File: src/rtl/gf_syndrome_calc_pkg.sv
`default_nettype none
// ============================================================================
//  Module   : ecc_pkg
//  Purpose  : Shared GF(2^8) arithmetic, field defaults and the FSM state type
//             for the Reed-Solomon syndrome calculator.
//  Contents : c_PRIM_POLY     - default field polynomial x^8+x^4+x^3+x^2+1
//             state_t         - IDLE / ACCUM / DONE state encoding
//             gf_mul()        - GF(2^8) multiply reduced by a given polynomial
//             gf_alpha_pow()  - alpha^j, usable as a constant function
//  Revision : 1.0 - initial release
// ============================================================================
package ecc_pkg;

   localparam logic [8:0] c_PRIM_POLY = 9'h11D;

   typedef enum logic [1:0] {
      ST_IDLE  = 2'd0,
      ST_ACCUM = 2'd1,
      ST_DONE  = 2'd2
   } state_t;

   // Shift-and-add multiply; the partial multiplicand is reduced each time
   // its top bit would overflow out of the field.
   function automatic logic [7:0] gf_mul(input logic [7:0] a,
                                         input logic [7:0] b,
                                         input logic [8:0] poly);
      logic [7:0] p;
      logic [7:0] x;
      p = 8'h00;
      x = a;
      for (int k = 0; k < 8; k++) begin
         if (b[k]) p = p ^ x;
         if (x[7]) x = {x[6:0], 1'b0} ^ poly[7:0];
         else      x = {x[6:0], 1'b0};
      end
      return p;
   endfunction

   function automatic logic [7:0] gf_alpha_pow(input int j,
                                               input logic [8:0] poly);
      logic [7:0] p;
      p = 8'h01;
      for (int k = 0; k < j; k++) p = gf_mul(p, 8'h02, poly);
      return p;
   endfunction

endpackage
`default_nettype wire

File: src/rtl/gf_syndrome_calc_if.sv
`default_nettype none
// ============================================================================
//  Module   : gf_syndrome_calc_if
//  Purpose  : Byte-stream and result bundle of the syndrome calculator.
//  Signals  : start, dataValid, dataIn            - stream into the block
//             dataReady, busy, done, errDetect,
//             syndrome[16*T-1:0]                  - status and results
//  Modports : master - stream source / result consumer
//             slave  - the syndrome calculator
//  Revision : 1.0 - initial release
// ============================================================================
interface gf_syndrome_calc_if #(
   parameter int T = 2
);
   logic            start;
   logic            dataValid;
   logic [7:0]      dataIn;
   logic            dataReady;
   logic            busy;
   logic            done;
   logic            errDetect;
   logic [16*T-1:0] syndrome;

   modport master (
      output start, dataValid, dataIn,
      input  dataReady, busy, done, errDetect, syndrome
   );

   modport slave (
      input  start, dataValid, dataIn,
      output dataReady, busy, done, errDetect, syndrome
   );
endinterface
`default_nettype wire

File: src/rtl/gf_syndrome_calc_const_mul.sv
`default_nettype none
// ============================================================================
//  Module   : gf_const_mul
//  Purpose  : Multiply an 8-bit GF(2^8) element by an elaboration-time
//             constant. Reduces to a pure XOR network.
//  Ports    : i_a [7:0] - variable operand
//             o_p [7:0] - i_a * CONST
//  Revision : 1.0 - initial release
// ============================================================================
module gf_const_mul
   import ecc_pkg::*;
#(
   parameter logic [7:0] CONST     = 8'h02,
   parameter logic [8:0] PRIM_POLY = c_PRIM_POLY
) (
   input  wire logic [7:0] i_a,
   output logic      [7:0] o_p
);

   // Column k of the multiply matrix is alpha^k * CONST, a constant; each set
   // bit of i_a selects its column into the XOR sum.
   always_comb begin
      o_p = 8'h00;
      for (int k = 0; k < 8; k++) begin
         if (i_a[k]) o_p = o_p ^ gf_mul(8'(1 << k), CONST, PRIM_POLY);
      end
   end

endmodule
`default_nettype wire

File: src/rtl/gf_syndrome_calc.sv
`default_nettype none
// ============================================================================
//  Module   : gf_syndrome_calc
//  Purpose  : Streams a CW_BYTES-byte Reed-Solomon codeword (highest-degree
//             coefficient first) and computes the 2*T syndromes
//             S_j = C(alpha^j), j = 1..2T, by Horner evaluation.
//  Ports    : clk   - rising-edge clock
//             reset - synchronous active-high reset
//             bus   - gf_syndrome_calc_if.slave (start, dataValid, dataIn,
//                     dataReady, busy, done, errDetect, syndrome)
//  Revision : 1.0 - initial release
// ============================================================================
module gf_syndrome_calc
   import ecc_pkg::*;
#(
   parameter int         T         = 2,
   parameter int         CW_BYTES  = 528,
   parameter logic [8:0] PRIM_POLY = c_PRIM_POLY
) (
   input wire logic           clk,
   input wire logic           reset,
   gf_syndrome_calc_if.slave  bus
);

   localparam int                 c_CNT_W = $clog2(CW_BYTES);
   localparam logic [c_CNT_W-1:0] c_LAST  = c_CNT_W'(CW_BYTES - 1);

   state_t                    r_state;
   state_t                    w_state_nxt;
   logic [c_CNT_W-1:0]        r_byte_cnt;
   logic [2*T-1:0][7:0]       r_synd;
   logic [2*T-1:0][7:0]       w_synd_mul;
   logic                      w_clear;
   logic                      w_accept;
   logic                      w_last;

   assign w_last = (r_byte_cnt == c_LAST);

   // One constant multiplier per syndrome: S_j * alpha^j.
   generate
      for (genvar j = 0; j < 2*T; j++) begin : g_synd
         gf_const_mul #(
            .CONST     (gf_alpha_pow(j + 1, PRIM_POLY)),
            .PRIM_POLY (PRIM_POLY)
         ) u_mul (
            .i_a (r_synd[j]),
            .o_p (w_synd_mul[j])
         );
      end
   endgenerate

   always_comb begin
      w_state_nxt = r_state;
      w_clear     = 1'b0;
      w_accept    = 1'b0;
      unique case (r_state)
         ST_IDLE: begin
            if (bus.start) begin
               w_state_nxt = ST_ACCUM;
               w_clear     = 1'b1;
            end
         end
         ST_ACCUM: begin
            // A restart wins over a byte presented in the same cycle.
            if (bus.start) begin
               w_clear = 1'b1;
            end else if (bus.dataValid) begin
               w_accept = 1'b1;
               if (w_last) w_state_nxt = ST_DONE;
            end
         end
         ST_DONE: begin
            if (bus.start) begin
               w_state_nxt = ST_ACCUM;
               w_clear     = 1'b1;
            end else begin
               w_state_nxt = ST_IDLE;
            end
         end
         default: w_state_nxt = ST_IDLE;
      endcase
   end

   always_ff @(posedge clk) begin
      if (reset) begin
         r_state    <= ST_IDLE;
         r_byte_cnt <= '0;
         r_synd     <= '0;
      end else begin
         r_state <= w_state_nxt;
         if (w_clear) begin
            r_byte_cnt <= '0;
            r_synd     <= '0;
         end else if (w_accept) begin
            // Counter parks at the last index so it can never wrap.
            if (!w_last) r_byte_cnt <= r_byte_cnt + c_CNT_W'(1);
            for (int j = 0; j < 2*T; j++) begin
               r_synd[j] <= w_synd_mul[j] ^ bus.dataIn;
            end
         end
      end
   end

   assign bus.dataReady = (r_state == ST_ACCUM);
   assign bus.busy      = (r_state != ST_IDLE) | bus.start;
   assign bus.done      = (r_state == ST_DONE);
   assign bus.errDetect = |r_synd;
   assign bus.syndrome  = r_synd;

endmodule
`default_nettype wire

File: src/flat_wrapper.sv
// flat-port wrapper written by rule: the top's interface ports become plain ports
module gf_syndrome_calc_flat import ecc_pkg::*;
#(
   parameter int         T         = 2,
   parameter int         CW_BYTES  = 528,
   parameter logic [8:0] PRIM_POLY = c_PRIM_POLY
)
  (clk, reset, bus_start, bus_dataValid, bus_dataIn, bus_dataReady, bus_busy, bus_done, bus_errDetect, bus_syndrome);
  gf_syndrome_calc_if #(.T(T)) bus_i ();
  input wire logic clk;
  input wire logic reset;
  input wire logic [$bits(bus_i.start)-1:0] bus_start;
  input wire logic [$bits(bus_i.dataValid)-1:0] bus_dataValid;
  input wire logic [$bits(bus_i.dataIn)-1:0] bus_dataIn;
  output wire logic [$bits(bus_i.dataReady)-1:0] bus_dataReady;
  output wire logic [$bits(bus_i.busy)-1:0] bus_busy;
  output wire logic [$bits(bus_i.done)-1:0] bus_done;
  output wire logic [$bits(bus_i.errDetect)-1:0] bus_errDetect;
  output wire logic [$bits(bus_i.syndrome)-1:0] bus_syndrome;
  assign bus_i.start = bus_start;
  assign bus_i.dataValid = bus_dataValid;
  assign bus_i.dataIn = bus_dataIn;
  assign bus_dataReady = bus_i.dataReady;
  assign bus_busy = bus_i.busy;
  assign bus_done = bus_i.done;
  assign bus_errDetect = bus_i.errDetect;
  assign bus_syndrome = bus_i.syndrome;
  gf_syndrome_calc #(.T(T), .CW_BYTES(CW_BYTES), .PRIM_POLY(PRIM_POLY)) u_core (.clk(clk), .reset(reset), .bus(bus_i));
endmodule
File: config.mk
export PLATFORM = sky130hd
export DESIGN_NAME = gf_syndrome_calc_flat
export DESIGN_NICKNAME = d
export VERILOG_FILES = /design/src/rtl/gf_syndrome_calc_pkg.sv /design/src/rtl/gf_syndrome_calc_if.sv /design/src/rtl/gf_syndrome_calc_const_mul.sv /design/src/rtl/gf_syndrome_calc.sv /design/src/flat_wrapper.sv
export SDC_FILE = /design/constraint.sdc
export NUM_CORES = 1
export LEC_CHECK = 0
export BUFFER_PORTS_ARGS = -buffer_cell sky130_fd_sc_hd__buf_2
export CORE_ASPECT_RATIO = 1.75
export CORE_UTILIZATION = 54
export DETAILED_ROUTE_END_ITERATION = 8
export GPL_TIMING_DRIVEN = 0
export PLACE_DENSITY = 0.79
export SKIP_LAST_GASP = 1
export SLEW_MARGIN = 10
export SYNTH_ARGS = -nofsm -noshare
export SYNTH_HDL_FRONTEND = slang
export SYNTH_SLANG_ARGS = --single-unit
File: constraint.sdc
create_clock -name clk -period 1.7 [get_ports clk]
set_clock_uncertainty 0.1 [all_clocks]
set_input_delay 0.34 -clock clk [delete_from_list [all_inputs] [get_ports clk]]
set_output_delay 0.34 -clock clk [all_outputs]
set_load 0.01 [all_outputs]
Yosys cells after proc, flatten, opt, wreduce, memory -nomap -nowiden --
Index checks and enable logic that the tools add are counted.
Cells by class: add/subtract/negate cells 1, multipliers 0, div/mod/pow operators 0, order comparisons 0, equal/unequal tests 7, shifts and indexed selects 0, muxes and demuxes 167, bitwise logic cells 82, reductions and logical operators 7
Operator list (count):
- two-way mux 8 bit | 107
- XOR 8 bit | 31
- two-way mux 5 bit | 48
- inverter 4 bit | 48
- OR reduction 32 bit | 1
- adder 10 x 1 -> 10 bit (second input constant) | 1
- equality test 10 bit (second input constant) | 1
- two-way mux 2 bit | 5
- XOR 2 x 8 -> 8 bit | 1
- two-way mux 1 bit | 6
- inequality test 2 bit (second input constant) | 3
- one-hot mux 2 bit (3 select lines) | 1
- AND reduction 4 bit | 1
- OR reduction 3 bit | 1
- equality test 2 x 1 -> 1 bit (second input constant) | 1
- equality test 2 bit (second input constant) | 1
- logical NOT 2 bit | 1
- inequality test 2 x 1 -> 1 bit (second input constant) | 1
- AND reduction 2 bit | 1
- nonzero test 2 bit | 1
- OR reduction 2 bit | 1
- inverter 1 bit | 1
- bitwise OR 1 bit | 1
Storage, ports and cells: flip-flop bits (word level) 44, bits in latches 0, bits in writable memories 0, memory bits (read-only) 0, input port bits 12, output and inout port bits 36, word-level logic and storage cells 270, memories 0

Longest topological paths before layout --
depth in word-level cells 25, gate-level depth with buffers 6, depth with buffers taken out 6

Hierarchy --
Synthesis repeated with hierarchy kept, for this count alone.
Unflattened totals: cell total of the unflattened synthesis 264, area, all modules 2446.1 sq um
Modules (own cells, without submodules):
- gf_syndrome_calc | instances 1, cells an instance 225, area an instance 2084.5 sq um
- gf_const_mul at u_core.g_synd[3].u_mul | instances 1, cells an instance 12, area an instance 110.1 sq um
- gf_const_mul at u_core.g_synd[1].u_mul | instances 1, cells an instance 8, area an instance 95.1 sq um
- gf_const_mul at u_core.g_synd[2].u_mul | instances 1, cells an instance 11, area an instance 92.6 sq um
- gf_const_mul at u_core.g_synd[0].u_mul | instances 1, cells an instance 8, area an instance 63.8 sq um

Worst setup path before layout --
No wires, ideal clock.
path type reg-to-output, start register u_core.r_synd, in the netlist u_core.bus.syndrome[22], end output bus_errDetect, data arrival time 1.236 ns, required time 1.260 ns, setup slack 0.024 ns, stages on the path, launching flop included 4, buffers on the path 0, cell sequence dfxtp_1 or4_1 nor4_1 nand4_1
Between the ends: longest elaborated chain between the ends 1
RTL lines:
- start, declared | line gf_syndrome_calc.sv:31 | logic [2*T-1:0][7:0] r_synd;
- start signal, assigned by index | line gf_syndrome_calc.sv:98 | r_synd[j] <= w_synd_mul[j] ^ bus.dataIn;
- OR reduction 32 bit | line gf_syndrome_calc.sv:107 | assign bus.errDetect = |r_synd;
- end, declared | line flat_wrapper.sv:18 | output wire logic [$bits(bus_i.errDetect)-1:0] bus_errDetect;
Every way passes these cells.

Worst setup path after layout --
Ends and elaborated chain as after synthesis.

==> impl_results.rst <==
.. list-table::
   :header-rows: 1

   * - Metric
     - Value
   * - Run status
     - finished, violations left
   * - Failing checks
     - negative setup slack
   * - GRT Residual Overflow
     - 0
   * - Routability congestion estimate
     - approximately 0.89
   * - Clock sink total
     - between 40 and 50
   * - Net count reported at finish
     - 334
   * - Syn. warnings
     - 0
   * - Inserted Clock Buffers
     - 5
   * - Critical path capture point type
     - primary output
   * - Remaining antenna violation count
     - 0
   * - Launching element type of the critical path
     - flip-flop
   * - Worst path max stage delay
     - ~550 ps
   * - Max-cap violation count
     - 0
   * - Total die area
     - about 4600 um^2
   * - Setup violators final
     - 1
   * - Routed length per instance
     - ~16 um
   * - Core outline area
     - 4110 um^2
   * - Avg Vias per Cell
     - 5.67
   * - Wire length of the first global-routing pass
     - ~9.6 mm
   * - Post-synthesis sequential element count
     - 44
   * - Most Crowded Layer GR
     - met2
   * - Unrepaired setup endpoints after global routing
     - true
   * - Fmax achieved
     - 466 MHz
   * - Slowest CP cell
     - or4_1
   * - Slack of the worst reg-to-reg path
     - 80 ps
   * - Wire length after detailed routing
     - 5.96 mm
   * - Clock latency reported for the late side of the worst-skew pair
     - 300 ps
   * - CTS H-tree depth
     - 2
   * - Number of antenna violations at the first check in global routing
     - 0
   * - Placement Cell Area
     - 2570 um^2
   * - Setup repair bufs after CTS
     - 0
   * - Via count of the first global-routing pass
     - 2053
   * - DRC violation total after the first TritonRoute iteration
     - 67
   * - Syn nets
     - 288
   * - Final Critical Period
     - 2140 ps
   * - Ordered list of cells on the worst path
     - or4_1 > nor4_2 > nand4_1 > buf_2
   * - Count of TritonRoute iterations in the first routing pass
     - 4
   * - Total DRC errors in the routed layout
     - 0
   * - Fill cell count
     - 366
   * - Post-Synthesis Cell Area
     - 2310 um^2
   * - CP arrival
     - ~1700 ps
   * - Leakage power of the design
     - 0.957 nW
   * - Slew margin rel.
     - 0.654
   * - Met3 usage in global routing
     - 0.0550
   * - Relative area change from synthesis to final layout
     - 18.4%
   * - Pins Over Slew Limit
     - 0
   * - Proportion of synthesized chip area in sequential cells
     - 0.381
   * - Overall die width
     - 51.5 um
   * - Final hold violations
     - 0
   * - Gate count of the mapped netlist
     - approximately 270
   * - Die height
     - 88.6 um
   * - Via Count
     - ~2100
   * - Peak supply drop
     - 0.544 mV
   * - Pin count of the biggest net entering global routing
     - 14
   * - Pwr/cell area
     - 734 nW/um^2
   * - Required time worst endpoint
     - about 1300 ps
   * - Total non-filler cell area in the finished layout
     - 2740 um^2
   * - Antenna cells
     - 0
   * - I/O pin count
     - 48
   * - Proportion of layout cells with a drive suffix above 1
     - 0.234
   * - Worst path setup slack after routing
     - -444 ps
   * - Clock input transition at the sequential cells of the worst setup and hold paths
     - around 80 ps
   * - Row count
     - 31
   * - Met2 Resource Use GR
     - 0.495
   * - Clock tree buffer depth
     - 2
   * - Post-DP HPWL
     - between 4 and 5 mm
   * - Effective utilization at floorplan
     - 0.562
   * - Slew of the pin with the lowest slew margin
     - 519 ps
   * - Cell chosen for the clock root
     - clkbuf_8
   * - Critical path fanouts, max
     - 6
   * - Fraction of the core area covered by cells at the end of the flow
     - 0.666
   * - Mapped Avg Cell Area
     - 8.44 um^2
   * - Overall global routing resource usage
     - 0.284
   * - Routing usage on met1
     - 0.300
   * - Synth unique cells
     - 33
   * - Worst Setup Path Type
     - reg2out
   * - Class of the worst hold path
     - in2reg
   * - Count of port buffers added during placement
     - 39
   * - Share of the clock period used by the worst path after layout
     - 1.26
   * - TritonCTS clock tree
     - yes
## path summary, 6_finish.rpt
path                            from                    to  cells past startpoint
min reg2reg        u_core.r_state[1]     u_core.r_state[0]                      1
max          u_core.bus.syndrome[22]         bus_errDetect                      4
max reg2reg     u_core.r_byte_cnt[1]  u_core.r_byte_cnt[6]                      5
min                            reset     u_core.r_state[0]                      2
## cell usage after synthesis (all sizes together)
cell	n	area share
xnor2	59	0.22
dfxtp	44	0.38
nor2	26	0.042
nand2	25	0.041
a211oi	21	0.068
clkbuf	17	0.028
a21oi	16	0.035
buf	11	0.022
nor4	10	0.030
inv	5	0.0081
o21ai	5	0.011
or3	5	0.014
nand4	4	0.011
nand3	3	0.0065
nor3	3	0.0065
or4	3	0.011
ha	2	0.011
nor2b	2	0.0054
xor2	2	0.0076
a21boi	1	0.0032
a311oi	1	0.0038
a31oi	1	0.0027
and2	1	0.0027
and2b	1	0.0032
and3	1	0.0027
and4	1	0.0038
nand4bb	1	0.0049
nor4b	1	0.0038
o211ai	1	0.0054
or2	1	0.0027
## cell families (layout without fill, tap and decap cells)
group / Yosys count / in the layout / synth area share
xor gates and xnor gates: 61 / 61 / 0.231
AOI/OAI and AO/OA: 46 / 46 / 0.129
buffers and inverters: 33 / 80 / 0.0579
and+or+nand+nor: 88 / 88 / 0.190
adders and majority gates: 2 / 2 / 0.0108
DFF: 44 / 44 / 0.381
## worst max-delay path, delay by kind of cell, from the launching register on
kind	cells	cell delay [ps]
flip-flops	1	370
AND/OR/NAND/NOR	3	870
buffers and inverters	1	170
## report_power, final
group          internal, mW  switching (mW)  leakage (nW)
combinational         0.113           0.149         0.553
sequential             1.04          0.0170         0.359
clock                 0.331           0.358        0.0445
## layer usage
| layer | wire length, um | share of wire |
|---|---|---|
| met1 | 2220 | 0.37 |
| met5 | 0 | 0 |
| met2 | 3250 | 0.55 |
| met4 | 250 | 0.042 |
| met3 | 234 | 0.039 |
## area by class of cell
type	count	area, um^2	share of cell area
multi-input combinational	197	1350	0.492
sequential	44	892	0.326
timing repair buffer	39	195	0.0713
buffer	28	129	0.0471
clock buffer	7	86.3	0.0315
tap	49	61.3	0.0224
inverter	5	18.8	0.00686
clock inverter	1	7.51	0.00274
## metrics by stage
stage / TNS (ps) / hold WS, ps / power, mW / cells / setup WS, ps
after global placement: -386 / 373 / 1.33 / 362 / -173
after detailed placement: -971 / 393 / 1.34 / 362 / -173
after global routing: -492 / 145 / 2.09 / 370 / -492
after CTS: -431 / 147 / 2.01 / 370 / -431
final: -444 / 145 / 2.01 / 370 / -444
after floorplan: 0 / 318 / 1.27 / 274 / 24.0
## registers in the layout, indices dropped and copies added (netlist names)
register	count
u_core.bus.syndrome	32
u_core.r_byte_cnt	10
u_core.r_state	2
## cells in the final DEF, fill, tap and decap left out, types with 7 or more instances in the layout
master and count:
clkbuf_1 15, a211oi_1 20, a21oi_1 16, nor4_1 7, dfxtp_1 37, xnor2_1 59, nand2_1 25, buf_2 43
nor2_1 26
## what timing repair did
item	in CTS	in global routing
endpoints found under the setup margin	26	39
hold buffers	0	0
gates resized for setup	7	21
No activity file was read; power rests on OpenSTA's default activity.
